$ cat src/rtl/lif_tdm_scheduler.sv
// Time-multiplexed LIF update engine: one datapath sweeps N_NEURONS neurons, 2*N_NEURONS+1 cycles per sweep.
// No backpressure: cur_in is taken on the LOAD edge; ena low freezes everything and masks done/state_vld.
module lif_tdm_scheduler #(
  parameter int N_NEURONS = 4,
  parameter int WIDTH     = 8,
  parameter int IDX_W     = 2
) (
  input  logic                 clk,
  input  logic                 rst_n,
  input  logic                 ena,
  input  logic                 start,
  output logic [IDX_W-1:0]     cur_idx,
  input  logic [WIDTH-1:0]     cur_in,
  input  logic                 cfg_we,
  input  logic [1:0]           cfg_addr,
  input  logic [WIDTH-1:0]     cfg_data,
  output logic                 busy,
  output logic                 done,
  output logic [N_NEURONS-1:0] spike_vec,
  output logic [WIDTH-1:0]     state_out,
  output logic [IDX_W-1:0]     state_idx,
  output logic                 state_vld
);

  localparam logic [WIDTH-1:0] THR_RST = WIDTH'(200);

  typedef enum logic [1:0] {S_IDLE, S_LOAD, S_UPDATE, S_DONE} state_e;

  state_e               fsm_q;
  logic [IDX_W-1:0]     idx_q;
  logic [WIDTH-1:0]     cur_q;
  logic [WIDTH-1:0]     mem_q  [N_NEURONS];
  logic [3:0]           refr_q [N_NEURONS];
  logic [N_NEURONS-1:0] spike_q;
  logic [WIDTH-1:0]     thr_q, sh_thr_q;
  logic [2:0]           leak_q, sh_leak_q;
  logic [3:0]           rp_q, sh_rp_q;
  logic                 busy_q, done_q, vld_q;
  logic [WIDTH-1:0]     st_out_q;
  logic [IDX_W-1:0]     st_idx_q;

  logic [WIDTH-1:0]     mem_sel, refr_unused_w, leak_amt, sum_sat;
  logic [3:0]           refr_sel;
  logic [WIDTH:0]       sum_ext;
  logic [WIDTH-1:0]     mem_d;
  logic [3:0]           refr_d;
  logic                 fire_d;
  logic                 last_idx;

  assign last_idx      = (idx_q == IDX_W'(N_NEURONS - 1));
  assign refr_unused_w = '0;

  // Update datapath for the neuron currently addressed by idx_q, using the shadow config.
  always_comb begin
    mem_sel  = mem_q[idx_q];
    refr_sel = refr_q[idx_q];
    leak_amt = '0;
    if (sh_leak_q != 3'd0) leak_amt = mem_sel >> sh_leak_q;
    sum_ext  = {1'b0, mem_sel} - {1'b0, leak_amt} + {1'b0, cur_q};
    sum_sat  = sum_ext[WIDTH] ? {WIDTH{1'b1}} : sum_ext[WIDTH-1:0];
    mem_d    = sum_sat;
    refr_d   = 4'd0;
    fire_d   = 1'b0;
    if (refr_sel != 4'd0) begin
      mem_d  = refr_unused_w;
      refr_d = refr_sel - 4'd1;
    end else if (sum_sat >= sh_thr_q) begin
      mem_d  = '0;
      refr_d = sh_rp_q;
      fire_d = 1'b1;
    end
  end

  always_ff @(posedge clk or negedge rst_n) begin
    if (!rst_n) begin
      fsm_q     <= S_IDLE;
      idx_q     <= '0;
      cur_q     <= '0;
      spike_q   <= '0;
      thr_q     <= THR_RST;
      leak_q    <= 3'd1;
      rp_q      <= 4'd2;
      sh_thr_q  <= THR_RST;
      sh_leak_q <= 3'd1;
      sh_rp_q   <= 4'd2;
      busy_q    <= 1'b0;
      done_q    <= 1'b0;
      vld_q     <= 1'b0;
      st_out_q  <= '0;
      st_idx_q  <= '0;
      for (int i = 0; i < N_NEURONS; i++) begin
        mem_q[i]  <= '0;
        refr_q[i] <= '0;
      end
    end else if (!ena) begin
      // Pulses are dropped while frozen so they are not seen twice on resume.
      done_q <= 1'b0;
      vld_q  <= 1'b0;
    end else begin
      done_q <= 1'b0;
      vld_q  <= 1'b0;
      if (cfg_we) begin
        case (cfg_addr)
          2'd0: thr_q  <= cfg_data;
          2'd1: leak_q <= cfg_data[2:0];
          2'd2: rp_q   <= cfg_data[3:0];
          default: begin
            if (fsm_q == S_IDLE) begin
              spike_q <= '0;
              for (int i = 0; i < N_NEURONS; i++) begin
                mem_q[i]  <= '0;
                refr_q[i] <= '0;
              end
            end
          end
        endcase
      end
      case (fsm_q)
        S_IDLE: begin
          if (start) begin
            fsm_q     <= S_LOAD;
            idx_q     <= '0;
            busy_q    <= 1'b1;
            sh_thr_q  <= thr_q;
            sh_leak_q <= leak_q;
            sh_rp_q   <= rp_q;
          end
        end
        S_LOAD: begin
          cur_q <= cur_in;
          fsm_q <= S_UPDATE;
        end
        S_UPDATE: begin
          mem_q[idx_q]   <= mem_d;
          refr_q[idx_q]  <= refr_d;
          spike_q[idx_q] <= fire_d;
          st_out_q       <= mem_d;
          st_idx_q       <= idx_q;
          vld_q          <= 1'b1;
          if (last_idx) begin
            fsm_q  <= S_DONE;
            done_q <= 1'b1;
          end else begin
            idx_q <= idx_q + IDX_W'(1);
            fsm_q <= S_LOAD;
          end
        end
        default: begin
          fsm_q  <= S_IDLE;
          busy_q <= 1'b0;
        end
      endcase
    end
  end

  assign cur_idx   = idx_q;
  assign busy      = busy_q;
  assign done      = done_q & ena;
  assign state_vld = vld_q & ena;
  assign spike_vec = spike_q;
  assign state_out = st_out_q;
  assign state_idx = st_idx_q;

endmodule

$ cat config.mk
export PLATFORM = sky130hd
export DESIGN_NAME = lif_tdm_scheduler
export DESIGN_NICKNAME = d
export VERILOG_FILES = /design/src/rtl/lif_tdm_scheduler.sv
export SDC_FILE = /design/constraint.sdc
export NUM_CORES = 1
export LEC_CHECK = 0
export CAP_MARGIN = 0
export CELL_PAD_IN_SITES_DETAIL_PLACEMENT = 0
export CELL_PAD_IN_SITES_GLOBAL_PLACEMENT = 2
export CORE_MARGIN = 2
export CORE_UTILIZATION = 40
export DETAILED_ROUTE_END_ITERATION = 16
export PLACE_DENSITY = 0.81
export SYNTH_ARGS = -nofsm -noshare
export SYNTH_HDL_FRONTEND = slang
export SYNTH_SLANG_ARGS = --single-unit
$ cat constraint.sdc
create_clock -name clk -period 6.03 [get_ports clk]
set_input_delay 1.5075 -clock clk [delete_from_list [all_inputs] [get_ports clk]]
set_output_delay 1.5075 -clock clk [all_outputs]
set_load 0.1 [all_outputs]
==> impl_metrics.toml <==
[cts]
clockBufferDepth = 2
cts_buffers = 9
path_clk_slew_ns = 0.08
cts_tree = "done"
clock-sinks = 107
cts_max_level = 3
cts_hold_buf = 0
clock_latency_ns = 0.35
clock_tree.root_cell = "clkbuf_16"

[die]
die_w_um = 122.8
dieArea_um2 = 15090
core_region_area_um2 = 13830
die_h_um = 122.8
num_rows = 43
start_util = 0.4085
pin_count = 42

[timing]
timing.fmax_mhz = 175.6
period_share = 0.9446
skew_ns = 0.008811
hold_violations = 0
maxSlewHeadroom = 0.3517
rsz0062_at_grt = "no"
drv_slew = 0
finalSetupTns_ns = 0
min_period_ns = 5.696
setup_viol = 0
worst_pin_slew_ns = 0.9694
worst_slack_ns = 0.3338

[synthesis]
synth-simple-area-share = 0.1072
yosys.area.top_type = "dfrtp_1"
syn-num-nets = 549
yosys_warnings = 0
synth_area_um2 = 5648
synthAdderAreaFrac = 0.08374
synth_xor_area_frac = 0.007754
synth-seq-cells = 107
synth_cell_types = 55
synth_area_leaders = "dfrtp_1, mux2_2, ha_1"
synth_compound_area_frac = 0.1418
syn_inst = 493
synth_top_family_by_area = "multiplexers"
synth_edf_count = 0
synth_ff_type = "dfrtp_1"
seq_area_frac_synth = 0.4763
synth_top_area_frac = 0.4298
synth_area_per_cell_um2 = 11.46
synth_mux_area_frac = 0.1420
ys_async_sr_fraction = 1.000

[routing]
wl_per_cell_um = 18.27
viasPerCell = 5.338
antenna_left = 0
drtIter0Drc = 195
routed_wl_um = 13360
via_count = 3902
drc = 0
firstDrtPassIters = 4

[global_routing]
grt_pass1_vias = 3999
grt_pass1_wl_um = 21980
grt_max_degree = 55
gr-usage-met1 = 0.2731
grt_util_met2 = 0.3063
use_met3 = 0.03810
track_usage = 0.1942
antenna_found_initial = 0
grt_overflow = 0
top_usage_layer = "met2"

[cells_and_area]
final_common_cell = "dfrtp_1"
layout_common_cells = "dfrtp_1, nand2_1, inv_1, mux2_2"
multi_input_area_um2 = 2751
synthToLayoutAreaGrowth_pct = 18.01
fin_util = 0.4820
drive_gt1_frac = 0.2033
final-seq-area_um2 = 2693
fillers = 1244
layout.nets = 602
antenna_cells = 0
fin_area_um2 = 6665

[worst_setup_path]
critical_path_class = "register to register"
required_ns = 6.27
cp-end-kind = "register"
cp_max_fo = 9
worstPathArrival_ns = 5.94
start_kind = "register"

[place]
placed_area_um2 = 6329
dpl.hpwl_um = 9798
pre_cts_slack_ns = -0.1901
port_buffers = 41
gp_congestion = 0.8004

[outcome]
outcome = "complete, no violations"

[flow_run]
cap_violations = 0

[hold_path]
holdCritPathClass = "register to register"
## worst max-delay path, cell delays in order (launching register included)
cell and delay (ns):
dfrtp_2 0.52, mux4_1 0.67, inv_1 0.15, o21ai_0 0.09
a221oi_1 0.26, a21oi_1 0.11, fa_1 0.51, fa_1 0.48
nand2b_1 0.20, a21oi_1 0.27, or4_4 0.21, nand3_2 0.11
nand2b_1 0.40, ha_1 0.41, nand4_1 0.16, o31ai_4 0.39
nand2b_4 0.32, nor2_4 0.09, a22o_1 0.25
## per-stage QoR
stage | std cells | hold WS, ns
after floorplan | 493 | 0.4416
after global placement | 715 | 0.4557
after detailed placement | 715 | 0.4635
after CTS | 731 | 0.4806
after global routing | 731 | 0.5008
final | 731 | 0.4756
## final cells by class
type / count / share of cell area
flip-flops and latches: 107 / 0.4040
well taps: 180 / 0.03379
repair buffers: 57 / 0.07847
inverters: 43 / 0.02422
clock inverters: 6 / 0.01089
multi-input cells: 328 / 0.4128
clock buffers: 10 / 0.03586
## path summary, 6_finish.rpt
path,endpoint,cells after the start,start,slack [ns]
worst min register to register,mem_q[22],2,mem_q[22],0.48
worst max-delay path,mem_q[13],18,cur_idx[0],0.33
worst max register to register,mem_q[13],18,cur_idx[0],0.33
max in group asynchronous,cur_idx[1],2,rst_n,3.63
worst min-delay path,mem_q[22],2,mem_q[22],0.48
min in group asynchronous,refr_q[8],1,rst_n,1.18
## cells in the mapped netlist, types with 3 or more instances
library cell,number
nand2b_1,7
nand2_1,52
and2_1,6
ha_1,25
a31oi_1,3
mux2i_1,7
a22o_1,33
buf_2,3
mux4_1,9
mux2_2,42
dfrtp_1,97
inv_1,43
a21o_1,5
o31ai_1,3
o21a_1,5
clkbuf_1,11
nand4_1,3
fa_1,8
nor2b_1,4
o21ai_1,6
nand3b_1,4
o21ai_0,39
nor2_4,5
xnor2_1,3
dfstp_2,10
a21oi_1,11
nand3_1,4
nor2_1,15
## logic make-up (layout without fill, tap and decap cells)
kind of cell / Yosys count / count (layout)
compound gates: 116 / 116
xor+xnor: 5 / 5
fa+ha+maj: 33 / 33
buf+inv: 58 / 116
flops: 107 / 107
mux: 59 / 59
other cells: 1 / 1
simple gates: 114 / 114
## state kept, by name, indices dropped and copies added (netlist names)
signal and cells:
mem_q 32, refr_q 16, cur_q 8, sh_thr_q 8, state_out 8, thr_q 8
rp_q 4, sh_rp_q 4, spike_vec 4, leak_q 3, sh_leak_q 3, cur_idx 2
fsm_q 2, state_idx 2, busy 1, done_q 1, vld_q 1
## per-layer routing
| metal | share of wire | vias up | wire, µm |
|---|---|---|---|
| met2 | 0.48 | 81 | 6351 |
| met1 | 0.47 | 1959 | 6213 |
| li1 | - | 1849 | - |
| met4 | 0.013 | 0 | 177 |
| met3 | 0.046 | 13 | 616 |
| met5 | 0 | - | 0 |
## timing repair
item | CTS | global route
hold endpoints to repair | 0 | 0
gates resized for setup | 2 | 6
endpoints found under the setup margin | 40 | 58
setup buffers | 0 | 0
Power is left out: the tool's default activity adds up to more than one toggle a clock period on the data nets, which glitch-free logic cannot reach.
==> RTL change: new RTL, config.mk and constraints unchanged <==
Make the reset (`rst_n`) synchronous in one clocked block.
--- a/src/rtl/lif_tdm_scheduler.sv
+++ b/src/rtl/lif_tdm_scheduler.sv
@@ -72,5 +72,5 @@
   end
 
-  always_ff @(posedge clk or negedge rst_n) begin
+  always_ff @(posedge clk) begin
     if (!rst_n) begin
       fsm_q     <= S_IDLE;
Check against the original RTL: differs if rst_n is asserted again (counterexample within 4 cycles, from zero or initial values and one cycle with rst_n low); with rst_n held inactive, the same outputs for 4 cycles.
==> RTL change against the original RTL <==
  * Synthesized area up 2.7%
  * Clock skew down 0.00059 ns
  * Wire length is 3.8% higher
  * Worst setup slack better by 0.12 ns
  * Critical path type unchanged
  * Sequential cell count up 2
  * Cell area increased by 0.43%
==> RTL change: results (changes against the original RTL) <==
Outcome -> finished clean
Worst hold start -> state_out[0]
Synth unique cells -> 64 (+16%)
Top cells by count, synth -> nand2_1 (92), dfxtp_1 (61), nor2_1 (61)
Slew @ Worst Pin -> 0.9866 ns (+0.01723 ns)
First-pass GRT wire length -> 22,530 um (+2.5%)
Worst setup path endpoint -> refr_q[0][2]
Slowest-stage cell, CP -> mux4_2
R2R depth -> 20 (+2)
Longest Clk Path Bufs -> 2 (unchanged)
Starting DRT DRC Count -> 265 (+36%)
Pin count of the biggest net entering global routing -> 52 (-5.5%)
Vias in the first global route -> 4,120 (+3.0%)
Crit share post-route -> 92.50% (-2.0 points)
# resized after CTS -> 0 (-2)
Synth async-reset ratio -> 0% (-100 points)
Clock skew -> 0.008217 ns (-0.0005943 ns)
Reg-to-reg slack, setup -> 0.45 ns (+0.12 ns)
Area share of fa/ha/maj cells after synthesis -> 8.154% (-0.22 points)
WL final -> 13,870 um (+3.8%)
Top_reg_cell synth -> dfxtp_1
DP Wirelength -> 10,310 um (+5.3%)
Max stage delay on crit path -> 0.56 ns (-0.11 ns)
Via/cell ratio -> 5.189 (-2.8%)
Synth Area per Inst -> 9.950 um2 (-13%)
Sequential share of the synthesized area -> 45.90% (-1.7 points)
Compound-gate portion of the synthesized area -> 14.04% (-0.14 points)
Fillers -> 1,377 (+11%)
Worst-Skew Late Latency -> 0.37 ns (+0.02 ns)
Non-filler instance count after layout -> 813 (+11%)
IO buf count -> 41 (unchanged)
Mux cell area share after synthesis -> 6.385% (-7.8 points)
Top cells by area, synth -> edfxtp_1 (25%), dfxtp_1 (21%), nand2_1 (6.0%)
EDFF count, synth -> 48 (+48)
Worst slack, placed -> 0.4860 ns (+0.6761 ns)
Share of layout cells above drive strength 1 -> 10.97% (-9.4 points)
Overall Global Routing Usage -> 18.68% (-0.74 points)
Clk slew on worst S/H paths -> 0.08 ns (about the same)
Synthesized net count -> 639 (+16%)
Arrival time worst endpoint -> 5.69 ns (-0.25 ns)
Post-Synth XOR/XNOR Area -> 0.4530% (-0.32 points)
NumNets Final -> 680 (+13%)
Worst hold margin -> 0.4627 ns (-0.01287 ns)
End of the worst hold path -> state_out[0]
[RTL change: changes by cell type in the layout (fill, tap and decap cells not counted), sizes merged, moves of 29 or more]
cell | before | now
dfrtp | 97 | 0
nand2 | 52 | 93
edfxtp | 0 | 48
nor2 | 20 | 61
mux2 | 42 | 2
dfxtp | 0 | 61
a22o | 33 | 4
[RTL change: layout make-up]
cell class,instances,area (um2),area share (%)
Multi-Input combinational cell,393,2808,41.94
Sequential cell,109,2663,39.78
Timing Repair Buffer,54,503.0,7.514
Tap cell,184,230.2,3.439
Clock buffer,10,229.0,3.421
Inverter,57,214.0,3.196
Clock inverter,6,47.55,0.7103
[RTL change: power by group]
part / leakage, uW / switching (uW) / internal (uW)
sequential: 0.000993 / 11.5 / 793
clock: 0.000129 / 286 / 284
combinational: 0.00148 / 238 / 142
[RTL change: layer usage]
metal,part of all wire [%],global-route usage (%),up-vias
met2,48,30.09,90
met1,47,25.38,2023
met3,4.1,4.553,10
met4,1.1,4.693,0
li1,-,-,2096
met5,0,0,-
